$ cat src/rtl/pickup_engine.sv
// pickup_engine: scans one coin slot per cycle, credits the lowest-index
// overlapping live tank, animates valid coins and respawns collected ones.
// Coin and score registers are writable over Avalon-MM.
module pickup_engine #(
   parameter int unsigned COIN_NUM    = 4,
   parameter int unsigned TANK_NUM    = 2,
   parameter int unsigned SCORE_W     = 16,
   parameter int unsigned TANK_SIZE   = 32,
   parameter int unsigned FRAME_DIV   = 2097152,
   parameter int unsigned RESPAWN_CYC = 0,
   parameter int unsigned COIN_BASE   = 2058,
   parameter int unsigned SCORE_BASE  = 2062
) (
   input  logic                   CLK,
   input  logic                   Reset,
   input  logic                   AVL_WRITE,
   input  logic [11:0]            AVL_ADDR,
   input  logic [31:0]            AVL_WRITEDATA,
   input  logic [10*TANK_NUM-1:0] tank_x,
   input  logic [10*TANK_NUM-1:0] tank_y,
   input  logic [TANK_NUM-1:0]    tank_alive,
   output logic [32*COIN_NUM-1:0] coin_attr_out,
   output logic [32*TANK_NUM-1:0] score_out,
   output logic [TANK_NUM-1:0]    collect_pulse
);
   localparam int unsigned SC_W  = (COIN_NUM > 1) ? $clog2(COIN_NUM) : 1;
   localparam int unsigned FD_W  = (FRAME_DIV > 1) ? $clog2(FRAME_DIV) : 1;
   localparam int unsigned RS_W  = (RESPAWN_CYC > 0) ? $clog2(RESPAWN_CYC + 1) : 1;
   localparam int unsigned CA_W  = 28;
   localparam int unsigned SUM_W = SCORE_W + 1;
   localparam int unsigned PX_W  = 11;

   // Coin attribute bits 27:0; bits 31:28 are reserved and never stored.
   logic [CA_W-1:0]    r_coin  [COIN_NUM];
   logic [RS_W-1:0]    r_resp  [COIN_NUM];
   logic [SCORE_W-1:0] r_score [TANK_NUM];
   logic [SC_W-1:0]    r_sc;
   logic [FD_W-1:0]    r_fdiv;

   logic [CA_W-1:0]     w_cur;
   logic [9:0]          w_cx;
   logic [9:0]          w_cy;
   logic [3:0]          w_val;
   logic [TANK_NUM-1:0] w_hit_vec;
   logic [TANK_NUM-1:0] w_win_oh;
   logic [COIN_NUM-1:0] w_coin_wr;
   logic [TANK_NUM-1:0] w_score_wr;
   logic                w_sc_wr;
   logic                w_take;
   logic                w_fwrap;
   logic [SUM_W-1:0]    w_sum [TANK_NUM];
   logic [SCORE_W-1:0]  w_sat [TANK_NUM];

   // Overlap test of the scanned coin against every tank; lowest index wins.
   always_comb begin
      w_cur     = r_coin[r_sc];
      w_cx      = w_cur[10:1];
      w_cy      = w_cur[20:11];
      w_val     = w_cur[27:24];
      w_hit_vec = '0;
      for (int t = 0; t < TANK_NUM; t++) begin
         w_hit_vec[t] = w_cur[0] && tank_alive[t]
            && (w_cx >= tank_x[10*t +: 10])
            && (PX_W'(w_cx) < (PX_W'(tank_x[10*t +: 10]) + PX_W'(TANK_SIZE)))
            && (w_cy >= tank_y[10*t +: 10])
            && (PX_W'(w_cy) < (PX_W'(tank_y[10*t +: 10]) + PX_W'(TANK_SIZE)));
      end
      w_win_oh = w_hit_vec & (~w_hit_vec + TANK_NUM'(1));
   end

   // Avalon address decode; a write to the scanned coin suppresses its hit.
   always_comb begin
      w_coin_wr  = '0;
      w_score_wr = '0;
      for (int i = 0; i < COIN_NUM; i++) begin
         w_coin_wr[i] = AVL_WRITE && (AVL_ADDR == 12'(COIN_BASE + i));
      end
      for (int t = 0; t < TANK_NUM; t++) begin
         w_score_wr[t] = AVL_WRITE && (AVL_ADDR == 12'(SCORE_BASE + t));
      end
      w_sc_wr = w_coin_wr[r_sc];
      w_take  = (|w_hit_vec) && !w_sc_wr;
      w_fwrap = (r_fdiv == FD_W'(FRAME_DIV - 1));
   end

   // Saturating score-plus-coin-value for each tank.
   always_comb begin
      for (int t = 0; t < TANK_NUM; t++) begin
         w_sum[t] = {1'b0, r_score[t]} + SUM_W'(w_val);
         w_sat[t] = w_sum[t][SCORE_W] ? {SCORE_W{1'b1}} : w_sum[t][SCORE_W-1:0];
      end
   end

   // Scan index, frame divider, coin slots, respawn counters, scores, pulses.
   always_ff @(posedge CLK or posedge Reset) begin
      if (Reset) begin
         r_sc          <= '0;
         r_fdiv        <= '0;
         collect_pulse <= '0;
         for (int i = 0; i < COIN_NUM; i++) begin
            r_coin[i] <= '0;
            r_resp[i] <= '0;
         end
         for (int t = 0; t < TANK_NUM; t++) begin
            r_score[t] <= '0;
         end
      end else begin
         r_sc          <= (r_sc == SC_W'(COIN_NUM - 1)) ? '0 : r_sc + SC_W'(1);
         r_fdiv        <= w_fwrap ? '0 : r_fdiv + FD_W'(1);
         collect_pulse <= w_take ? w_win_oh : '0;
         for (int i = 0; i < COIN_NUM; i++) begin
            if (w_coin_wr[i]) begin
               r_coin[i] <= AVL_WRITEDATA[CA_W-1:0];
               r_resp[i] <= '0;
            end else if (w_take && (r_sc == SC_W'(i))) begin
               r_coin[i][0] <= 1'b0;
               r_resp[i]    <= RS_W'(RESPAWN_CYC);
            end else if (!r_coin[i][0]) begin
               if ((RESPAWN_CYC > 0) && (r_resp[i] != '0)) begin
                  r_resp[i] <= r_resp[i] - RS_W'(1);
                  if (r_resp[i] == RS_W'(1)) begin
                     r_coin[i][0] <= 1'b1;
                  end
               end
            end else if (w_fwrap) begin
               r_coin[i][23:21] <= r_coin[i][23:21] + 3'd1;
            end
         end
         for (int t = 0; t < TANK_NUM; t++) begin
            if (w_score_wr[t]) begin
               r_score[t] <= AVL_WRITEDATA[SCORE_W-1:0];
            end else if (w_take && w_win_oh[t]) begin
               r_score[t] <= w_sat[t];
            end
         end
      end
   end

   // Output views of the registers: reserved coin bits and score MSBs read 0.
   always_comb begin
      for (int i = 0; i < COIN_NUM; i++) begin
         coin_attr_out[32*i +: 32] = {4'b0000, r_coin[i]};
      end
      for (int t = 0; t < TANK_NUM; t++) begin
         score_out[32*t +: 32] = 32'(r_score[t]);
      end
   end

endmodule
$ cat config.mk
export PLATFORM = sky130hd
export DESIGN_NAME = pickup_engine
export DESIGN_NICKNAME = d
export VERILOG_FILES = /design/src/rtl/pickup_engine.sv
export SDC_FILE = /design/constraint.sdc
export NUM_CORES = 1
export LEC_CHECK = 0
export BUFFER_PORTS_ARGS = -buffer_cell sky130_fd_sc_hd__buf_2
export CAP_MARGIN = 20
export CORE_MARGIN = 3
export CORE_UTILIZATION = 50
export CTS_CLUSTER_SIZE = 30
export DETAILED_ROUTE_END_ITERATION = 8
export HOLD_SLACK_MARGIN = 0.02
export PLACE_DENSITY = 0.76
export SYNTH_ARGS = -nofsm -noshare
export SYNTH_HDL_FRONTEND = slang
export SYNTH_SLANG_ARGS = --single-unit
$ cat constraint.sdc
create_clock -name CLK -period 10.4 [get_ports CLK]
set_input_delay 1.04 -clock CLK [delete_from_list [all_inputs] [get_ports CLK]]
set_output_delay 1.04 -clock CLK [all_outputs]
set_load 0.005 [all_outputs]
==> results_dict.tcl, run 1 <==
set metrics [dict create \
    routed_via_density 5.68 \
    p_per_area_mw_per_mm2 115 \
    routabilityCongestion 0.892 \
    place_worst_setup_slack_ns 5.57 \
    postCtsSetupBuffers 0 \
    finalSetupViolCount 0 \
    relSlewSlack 0.338 \
    hold_buffers 0 \
    dieArea_mm2 0.0229 \
    ys_seq_area_frac 0.400 \
    report.final.slew_viol_count 0 \
    fin_nets 1437 \
    clk_latency_ns 0.43 \
    post-route-period-util 0.469 \
    max_slew.worst_pin.slew_ns 0.987 \
    min_period_ns 4.88 \
    drt-total-wl_mm 30.0 \
    root_buffer "clkbuf_16" \
    tns_ns 0 \
    synth_warnings 0 \
    grt_first_pass_wirelength_mm 46.6 \
    post_cts_resized 0 \
    use_met2 0.431 \
    finalPower_mw 1.43 \
    yosysUniqueCellTypes 69 \
    cts_tree "done" \
    postSynthAreaPerCell_um2 10.2 \
    whs_ns 0.471 \
    dr.pass1.iters 6 \
    antenna_cells 0 \
    setup_ws_ns 5.52 \
    dp_hpwl_mm 22.4 \
    core_area_mm2 0.0205 \
    drive_above_1_share 0.305 \
    clk_pin_slew_ns 0.07 \
    critPathMaxStageDelay_ns 0.88 \
    synth_edf_count 0 \
    synth_seq_cells 169 \
    grt_max_degree 86 \
    cp-start-kind "register" \
    path_class "register to register" \
    antenna_left 0 \
    global_route.overflow_total 0 \
    ys_async_sr_fraction 1.00 \
    synth_top_flop_cell "dfrtp_1" \
    dieWidth_um 151 \
    p_leak_nw 6.73 \
    htree_levels 4 \
    area_growth_pct 18.1 \
    drc 0 \
    grtUsageMet1 0.349 \
    antenna_found_initial 0 \
    io_pins 283 \
    gr-usage-met3 0.0589 \
    numCtsBuffers 17 \
    num_rows 52 \
    rsz0062_at_grt "false" \
    busiest_layer "met2" \
    status "completed" \
    grtUsageTotal 0.262 \
    fin_worst_skew_ns 0.00882 \
    cap_viol_max_count 0 \
    post-route-util 0.609 \
    vias 8785 \
    cp_slowest_cell "a211oi_1" \
    start_util 0.515 \
    arrival_ns 5.24 \
    max_freq_mhz 205 \
    cts_sinks 169 \
    hold_viol_final 0 \
    wl_per_cell_um 19.4 \
    clock_path_buffers 2 \
    critPathRequiredTime_ns 10.77 \
    crit_fanout 18 \
    crit_chain "buf_4, mux4_2, ha_1, inv_1, fa_1, nor2b_1, o21ai_0, a211oi_1, a41oi_1, and3_1, a21oi_1, o221a_2" \
    die-height_um 151 \
    cp-end-kind "register" \
    synthesis.area_mm2 0.0106 \
    synth_cells 1038 \
    worstHoldPathType "register to register" \
    drtIter0Drc 590 \
    grt_pass1_vias 8630 \
    io_buffers 230 \
    irDropWorstVdd_mv 0.106 \
]
==> synth_stat cells (all sizes together), types with 17 or more instances <==
master	number	area share
nor2	57	0.020
clkbuf	20	0.0071
dfrtp	169	0.40
o21ai	43	0.020
inv	63	0.022
mux2	73	0.078
nand4	17	0.010
a21oi	40	0.019
nand3	38	0.018
nand2	126	0.045
buf	64	0.043
xnor2	26	0.022
mux4	25	0.054
and3	17	0.010
ha	81	0.096
==> cell families (layout without fill, tap and decap cells) <==
logic type,Yosys count,after routing,share of synthesized area
simple gates,315,315,0.144
compound gates,184,184,0.116
flops,169,169,0.400
buf+inv,147,340,0.0726
mux,104,104,0.138
fa+ha+maj,83,83,0.0998
xor+xnor,35,35,0.0290
other cells,1,48,0.000355
==> worst paths after layout <==
kind                                 startpoint                             end  slack [ns]  depth (start not counted)
min in group asynchronous                 Reset  coin_attr_out[123]$_DFFE_PP0P_        0.72                          2
max                           r_sc[0]$_DFF_PP0_       score_out[39]$_DFFE_PP0P_        5.52                         12
min reg2reg                r_fdiv[18]$_DFF_PP0_            r_fdiv[18]$_DFF_PP0_        0.47                          1
max reg2reg                   r_sc[0]$_DFF_PP0_       score_out[39]$_DFFE_PP0P_        5.52                         12
min                        r_fdiv[18]$_DFF_PP0_            r_fdiv[18]$_DFF_PP0_        0.47                          1
max in group asynchronous                 Reset               r_sc[1]$_DFF_PP0_        8.42                          4
==> power breakdown <==
part           total [mW]  leakage [nW]  switching (mW)  internal, mW
Sequential          0.662          2.30         0.00239         0.660
Combinational      0.0927          4.14          0.0594        0.0333
Clock               0.679         0.289           0.263         0.416
==> critical path, delay by kind of cell (launching register included) <==
kind            cells  cell delay, ns
buf+inv             2            0.50
flops               1            0.83
compound gates      5            1.96
mux                 1            0.32
fa+ha+maj           2            0.56
simple gates        2            0.62
==> placed cells by master (no fill, tap or decap), types with 4 or more instances in the layout <==
cell type     n
dfrtp_1     168
mux4_2       22
ha_1         81
clkbuf_16    17
and2_1        4
clkinvlp_4    5
o211ai_1      9
o31a_1        4
nand3_1      38
inv_1        62
mux2i_1       6
a211o_1       4
nor2_1       57
bufinv_16     4
a21o_1        9
a211oi_1     12
a41oi_1       6
o22ai_1       4
xnor2_1      26
o221a_2       5
or3_1         7
o21ai_0      43
nor2b_1      10
conb_1       48
a31oi_1      14
o21a_1       12
buf_4        14
buf_2       230
nand2b_1      9
nand4_1      17
xor2_1        9
and3_1       17
a21oi_1      39
mux2_2       73
nand2_1     126
nor3_1        7
==> registers in the layout, indices dropped and copies added, names as in the netlist <==
register	count
r_fdiv	21
collect_pulse	2
score_out	32
coin_attr_out	112
r_sc	2
==> per-layer routing <==
layer / up-vias / share of wire
met3: 51 / 0.083
met5: - / 0
li1: 4083 / -
met4: 0 / 0.022
met2: 361 / 0.47
met1: 4290 / 0.42
==> per-stage QoR <==
| stage | area, um2 | cells |
|---|---|---|
| after detailed placement | 11800 | 1515 |
| after global routing | 12500 | 1548 |
| final | 12500 | 1548 |
| after CTS | 12400 | 1547 |
| after floorplan | 10700 | 1085 |
| after global placement | 11800 | 1515 |
==> final cells by class <==
class | count | area (um2)
clock buffer | 22 | 464
timing repair buffer | 245 | 1280
inverter | 63 | 241
clock inverter | 10 | 166
fill | 1685 | 8020
multi-input combinational | 769 | 5750
sequential | 169 | 4230
tap | 270 | 338
Note: power is estimated with default switching activity, not from simulation.
==> run 2, diff against run 1 <==
- clock period: 10.4 -> 4.8 ns (I/O delays scaled with it)
==> results_dict.tcl, run 2 (same netlist as run 1, synthesis figures left out) <==
set metrics [dict create \
    start_util 0.515 \
    worstSetupEndpoint "score_out[15]$_DFFE_PP0P_" \
    wl_per_cell_um 19.4 \
    seqCellArea_mm2 0.00423 \
    grt_max_degree 61 \
    p_comb_frac 0.067 \
    crit_fanout 14 \
    reg2reg_depth 11 \
    critPathRequiredTime_ns 5.11 \
    stdcell_count 1557 \
    dieArea_mm2 0.0229 \
    worstHoldPathType "input port to async pin" \
    critPathLaunch "r_sc[1]$_DFF_PP0_" \
    arrival_ns 4.67 \
    path_class "register to register" \
    crit_top_cell "o21ai_0" \
    clk_pin_slew_ns 0.07 \
    p_per_area_mw_per_mm2 240 \
    final_common_cell "buf_2" \
    hold_buffers 0 \
    io_pins 283 \
    swShare 0.235 \
    p_int_mw 2.29 \
    drive_above_1_share 0.312 \
    tns_ns 0 \
    relSlewSlack 0.487 \
    finalPower_mw 2.99 \
    drtIter0Drc 656 \
    fin_worst_skew_ns 0.00862 \
    drt-total-wl_mm 30.2 \
    multi_input_area_mm2 0.00575 \
    min_period_ns 4.36 \
    post_cts_resized 0 \
    place_worst_setup_slack_ns 0.489 \
    cap_viol_max_count 0 \
    whs_ns 0.127 \
    r2r_start "r_sc[1]$_DFF_PP0_" \
    hold_viol_final 0 \
    cp-end-kind "register" \
    status "completed" \
    report.final.slew_viol_count 0 \
    grt_pass1_vias 8606 \
    clock_power_share 0.454 \
    largest_register_ffs 112 \
    dieWidth_um 151 \
    irDropWorstVdd_mv 0.230 \
    io_buffers 230 \
    cp-start-kind "register" \
    antenna_found_initial 0 \
    crit_chain "mux4_2, ha_1, a2111oi_0, o21ai_0, o211ai_1, o21ai_0, nor4b_4, buf_4, and2_1, nand3_1, o221a_1" \
    cts_sinks 169 \
    htree_levels 4 \
    max_freq_mhz 229 \
    setup_ws_ns 0.438 \
    p_leak_nw 6.76 \
    num_rows 52 \
    switchingPower_mw 0.703 \
    critPathMaxStageDelay_ns 0.70 \
    grt_first_pass_wirelength_mm 46.3 \
    drc 0 \
    final_cell_mix "buf_2 (230), dfrtp_1 (168), nand2_1 (126)" \
    root_buffer "clkbuf_16" \
    r2r_slack_ns 0.44 \
    clk_latency_ns 0.43 \
    regToRegEndpoint "score_out[15]$_DFFE_PP0P_" \
    post-route-period-util 0.909 \
    area_growth_pct 18.2 \
    placed_cells 1526 \
    filler_cell_count 1698 \
    max_slew.worst_pin.slew_ns 0.769 \
    die-height_um 151 \
    routabilityCongestion 0.885 \
    dp_hpwl_mm 22.8 \
    clock_path_buffers 2 \
    cts_tree "done" \
    routed_via_density 5.70 \
    vias 8874 \
    fin_nets 1447 \
    global_route.overflow_total 0 \
    finalSetupViolCount 0 \
    core_area_mm2 0.0205 \
    numCtsBuffers 17 \
    grtUsageTotal 0.261 \
    dr.pass1.iters 5 \
    cp_slowest_cell "dfrtp_2" \
    antenna_cells 0 \
    antenna_left 0 \
    pwr-share-seq 0.479 \
    postCtsSetupBuffers 0 \
    rsz0062_at_grt "false" \
]
-- run 2: cell count changes in the layout (fill, tap and decap cells not counted) --
cell,before,now
clkinv_4,0,2
inv_6,2,1
clkinvlp_4,5,3
buf_4,14,25
bufinv_16,4,2
clkbuf_1,3,1
buf_16,1,0
clkinv_2,0,4
-- run 2: per-stage QoR --
stage                     utilization  instance area (um2)
after floorplan                     -                10700
after global placement          0.581                11900
after detailed placement        0.581                11900
after CTS                       0.609                12500
after global routing            0.609                12500
final                           0.609                12500
-- run 2: worst min-delay path by stage --
stage / from / to / slack [ns]
finish: Reset / coin_attr_out[34]$_DFFE_PP0P_ / 0.13
global route: Reset / coin_attr_out[34]$_DFFE_PP0P_ / 0.14
detailed placement: r_fdiv[18]$_DFF_PP0_ / r_fdiv[18]$_DFF_PP0_ / 0.46
CTS: Reset / coin_attr_out[34]$_DFFE_PP0P_ / 0.12
floorplan: r_fdiv[4]$_DFF_PP0_ / r_fdiv[4]$_DFF_PP0_ / 0.44
global placement: r_fdiv[18]$_DFF_PP0_ / r_fdiv[18]$_DFF_PP0_ / 0.46
-- run 2: metal layers --
| layer | track usage | wire (um) | up-vias |
|---|---|---|---|
| met3 | 0.0616 | 2640 | 42 |
| met4 | 0.0757 | 601 | 0 |
| li1 | - | - | 4123 |
| met2 | 0.429 | 14100 | 375 |
| met1 | 0.346 | 12800 | 4334 |
| met5 | 0 | 0 | - |
-- run 2: cell type report --
type	instances	area share
sequential	169	0.339
inverter	63	0.0193
clock buffer	20	0.0366
timing repair buffer	255	0.107
clock inverter	11	0.00973
multi-input combinational	769	0.461
tap	270	0.0271
-- run 2: power groups by stage --
| stage | combinational, mW | clock, mW | sequential [mW] |
|---|---|---|---|
| 6_report | 0.201 | 1.36 | 1.43 |
| 5_1_grt | 0.228 | 1.44 | 1.43 |
| 4_1_cts | 0.201 | 1.38 | 1.43 |
| 3_5_place_dp | 0.199 | 0 | 1.46 |
| 3_3_place_gp | 0.192 | 0 | 1.46 |
| 2_1_floorplan | 0.129 | 0 | 1.46 |
-- run 2: worst max-delay path, delay by kind of cell (launching register included) --
family / cells / cell delay (ns)
compound gates: 5 / 1.27
flops: 1 / 0.70
fa+ha+maj: 1 / 0.35
mux: 1 / 0.64
simple gates: 3 / 1.06
buf+inv: 1 / 0.23
==> run 3, diff against run 2 <==
- CORE_ASPECT_RATIO: not set -> 1.75
==> results_dict.tcl, run 3 (same netlist as run 1, synthesis figures left out) <==
set metrics [dict create \
    start_util 0.514 \
    root_buffer "clkbuf_16" \
    final_cell_mix "buf_2 (230), dfrtp_1 (168), nand2_1 (126)" \
    report.final.slew_viol_count 0 \
    clock_path_buffers 2 \
    clk_pin_slew_ns 0.07 \
    cp-end-kind "register" \
    drive_above_1_share 0.309 \
    dr.pass1.iters 5 \
    antenna_cells 0 \
    min_period_ns 4.44 \
    cap_viol_max_count 0 \
    tns_ns 0 \
    numCtsBuffers 17 \
    drt-total-wl_mm 31.4 \
    irDropWorstVdd_mv 0.211 \
    io_buffers 230 \
    largest_register_ffs 112 \
    rsz0062_at_grt "false" \
    area_growth_pct 18.1 \
    finalSetupViolCount 0 \
    grt_first_pass_wirelength_mm 48.3 \
    cts_tree "done" \
    drtIter0Drc 606 \
    path_class "register to register" \
    vias 9040 \
    routabilityCongestion 0.923 \
    post_cts_resized 0 \
    core_area_mm2 0.0205 \
    filler_cell_count 1765 \
    final_common_cell "buf_2" \
    max_slew.worst_pin.slew_ns 0.913 \
    status "completed" \
    htree_levels 4 \
    dieArea_mm2 0.0230 \
    post-route-period-util 0.926 \
    p_per_area_mw_per_mm2 246 \
    critPathRequiredTime_ns 5.18 \
    die-height_um 198 \
    cts_sinks 169 \
    grt_pass1_vias 9122 \
    antenna_left 0 \
    place_area_mm2 0.0118 \
    drc 0 \
    dieWidth_um 116 \
    fin_nets 1442 \
    arrival_ns 4.82 \
    worstHoldPathType "input port to register" \
    relSlewSlack 0.388 \
    antenna_found_initial 0 \
    global_route.overflow_total 0 \
    fin_area_mm2 0.0125 \
    cp-start-kind "register" \
    wl_per_cell_um 20.5 \
    clk_latency_ns 0.44 \
    dp_hpwl_mm 24.0 \
    crit_fanout 16 \
    grtUsageTotal 0.275 \
    io_pins 283 \
    grt_max_degree 127 \
    hold_viol_final 0 \
    routed_via_density 5.90 \
    max_freq_mhz 225 \
    num_rows 69 \
    fin_worst_skew_ns 0.0132 \
    p_leak_nw 6.75 \
]
## run 3: cell count changes in the layout (fill, tap and decap cells not counted)
cell	change
buf_4	-8
inv_8	+5
clkinv_2	-3
buf_12	+2
clkbuf_8	-2
inv_6	+2
clkbuf_1	-1
clkinv_4	+1
clkinvlp_4	-1
dlygate4sd3_1	+1
## run 3: layout make-up
class | count | area, um2 | area share
Timing Repair Buffer | 250 | 1330 | 0.107
Clock inverter | 15 | 181 | 0.0146
Multi-Input combinational cell | 769 | 5750 | 0.461
Clock buffer | 17 | 425 | 0.0341
Sequential cell | 169 | 4230 | 0.339
Inverter | 63 | 240 | 0.0193
Tap cell | 248 | 310 | 0.0249
## run 3: final timing paths
kind / startpoint / end / slack (ns) / cells after the start
max in group asynchronous: Reset / coin_attr_out[20]$_DFFE_PP0P_ / 3.29 / 4
min: AVL_WRITEDATA[27] / coin_attr_out[27]$_DFFE_PP0P_ / 0.29 / 3
max reg2reg: r_sc[1]$_DFF_PP0_ / score_out[36]$_DFFE_PP0P_ / 0.36 / 11
min in group asynchronous: Reset / score_out[14]$_DFFE_PP0P_ / 0.55 / 3
max: r_sc[1]$_DFF_PP0_ / score_out[36]$_DFFE_PP0P_ / 0.36 / 11
min reg2reg: r_fdiv[20]$_DFF_PP0_ / r_fdiv[20]$_DFF_PP0_ / 0.47 / 1
## run 3: worst max-delay path, cell delays in order (launching register included)
cell	delay (ns)
dfrtp_2	0.76
buf_4	0.29
buf_4	0.20
mux4_2	0.55
ha_1	0.33
nor2b_1	0.15
o21ai_0	0.19
a211oi_1	0.83
a41oi_1	0.25
and3_1	0.40
a31oi_1	0.27
o21a_1	0.14
## run 3: power by group
part	switching [mW]	internal [mW]	total [mW]	leakage, nW
combinational	0.131	0.0732	0.204	4.16
sequential	0.00544	1.43	1.43	2.30
clock	0.644	0.790	1.43	0.298
total	0.781	2.29	3.07	6.75
## run 3: layer usage
metal  vias up  GRT usage  share of wire
met5         -          0              0
met4         0      0.133          0.046
met3        92     0.0450          0.052
met2       370      0.516           0.55
met1      4463      0.290           0.35
li1       4115          -              -
## run 3: timing repair
item,4_1_cts,5_1_grt
setup buffers,0,0
hold buffers,0,1
endpoints found under the hold margin,0,8
## run 3: through the flow
| step | worst slack (ns) | cells | total power [mW] | util | hold WS, ns |
|---|---|---|---|---|---|
| after detailed placement | 0.439 | 1497 | 1.66 | 0.576 | 0.463 |
| after global placement | 0.504 | 1497 | 1.66 | 0.576 | 0.453 |
| after floorplan | 0.744 | 1085 | 1.59 | - | 0.438 |
| after CTS | 0.393 | 1529 | 3.09 | 0.605 | 0.273 |
| after global routing | 0.118 | 1531 | 3.18 | 0.607 | 0.302 |
| final | 0.357 | 1531 | 3.07 | 0.607 | 0.289 |
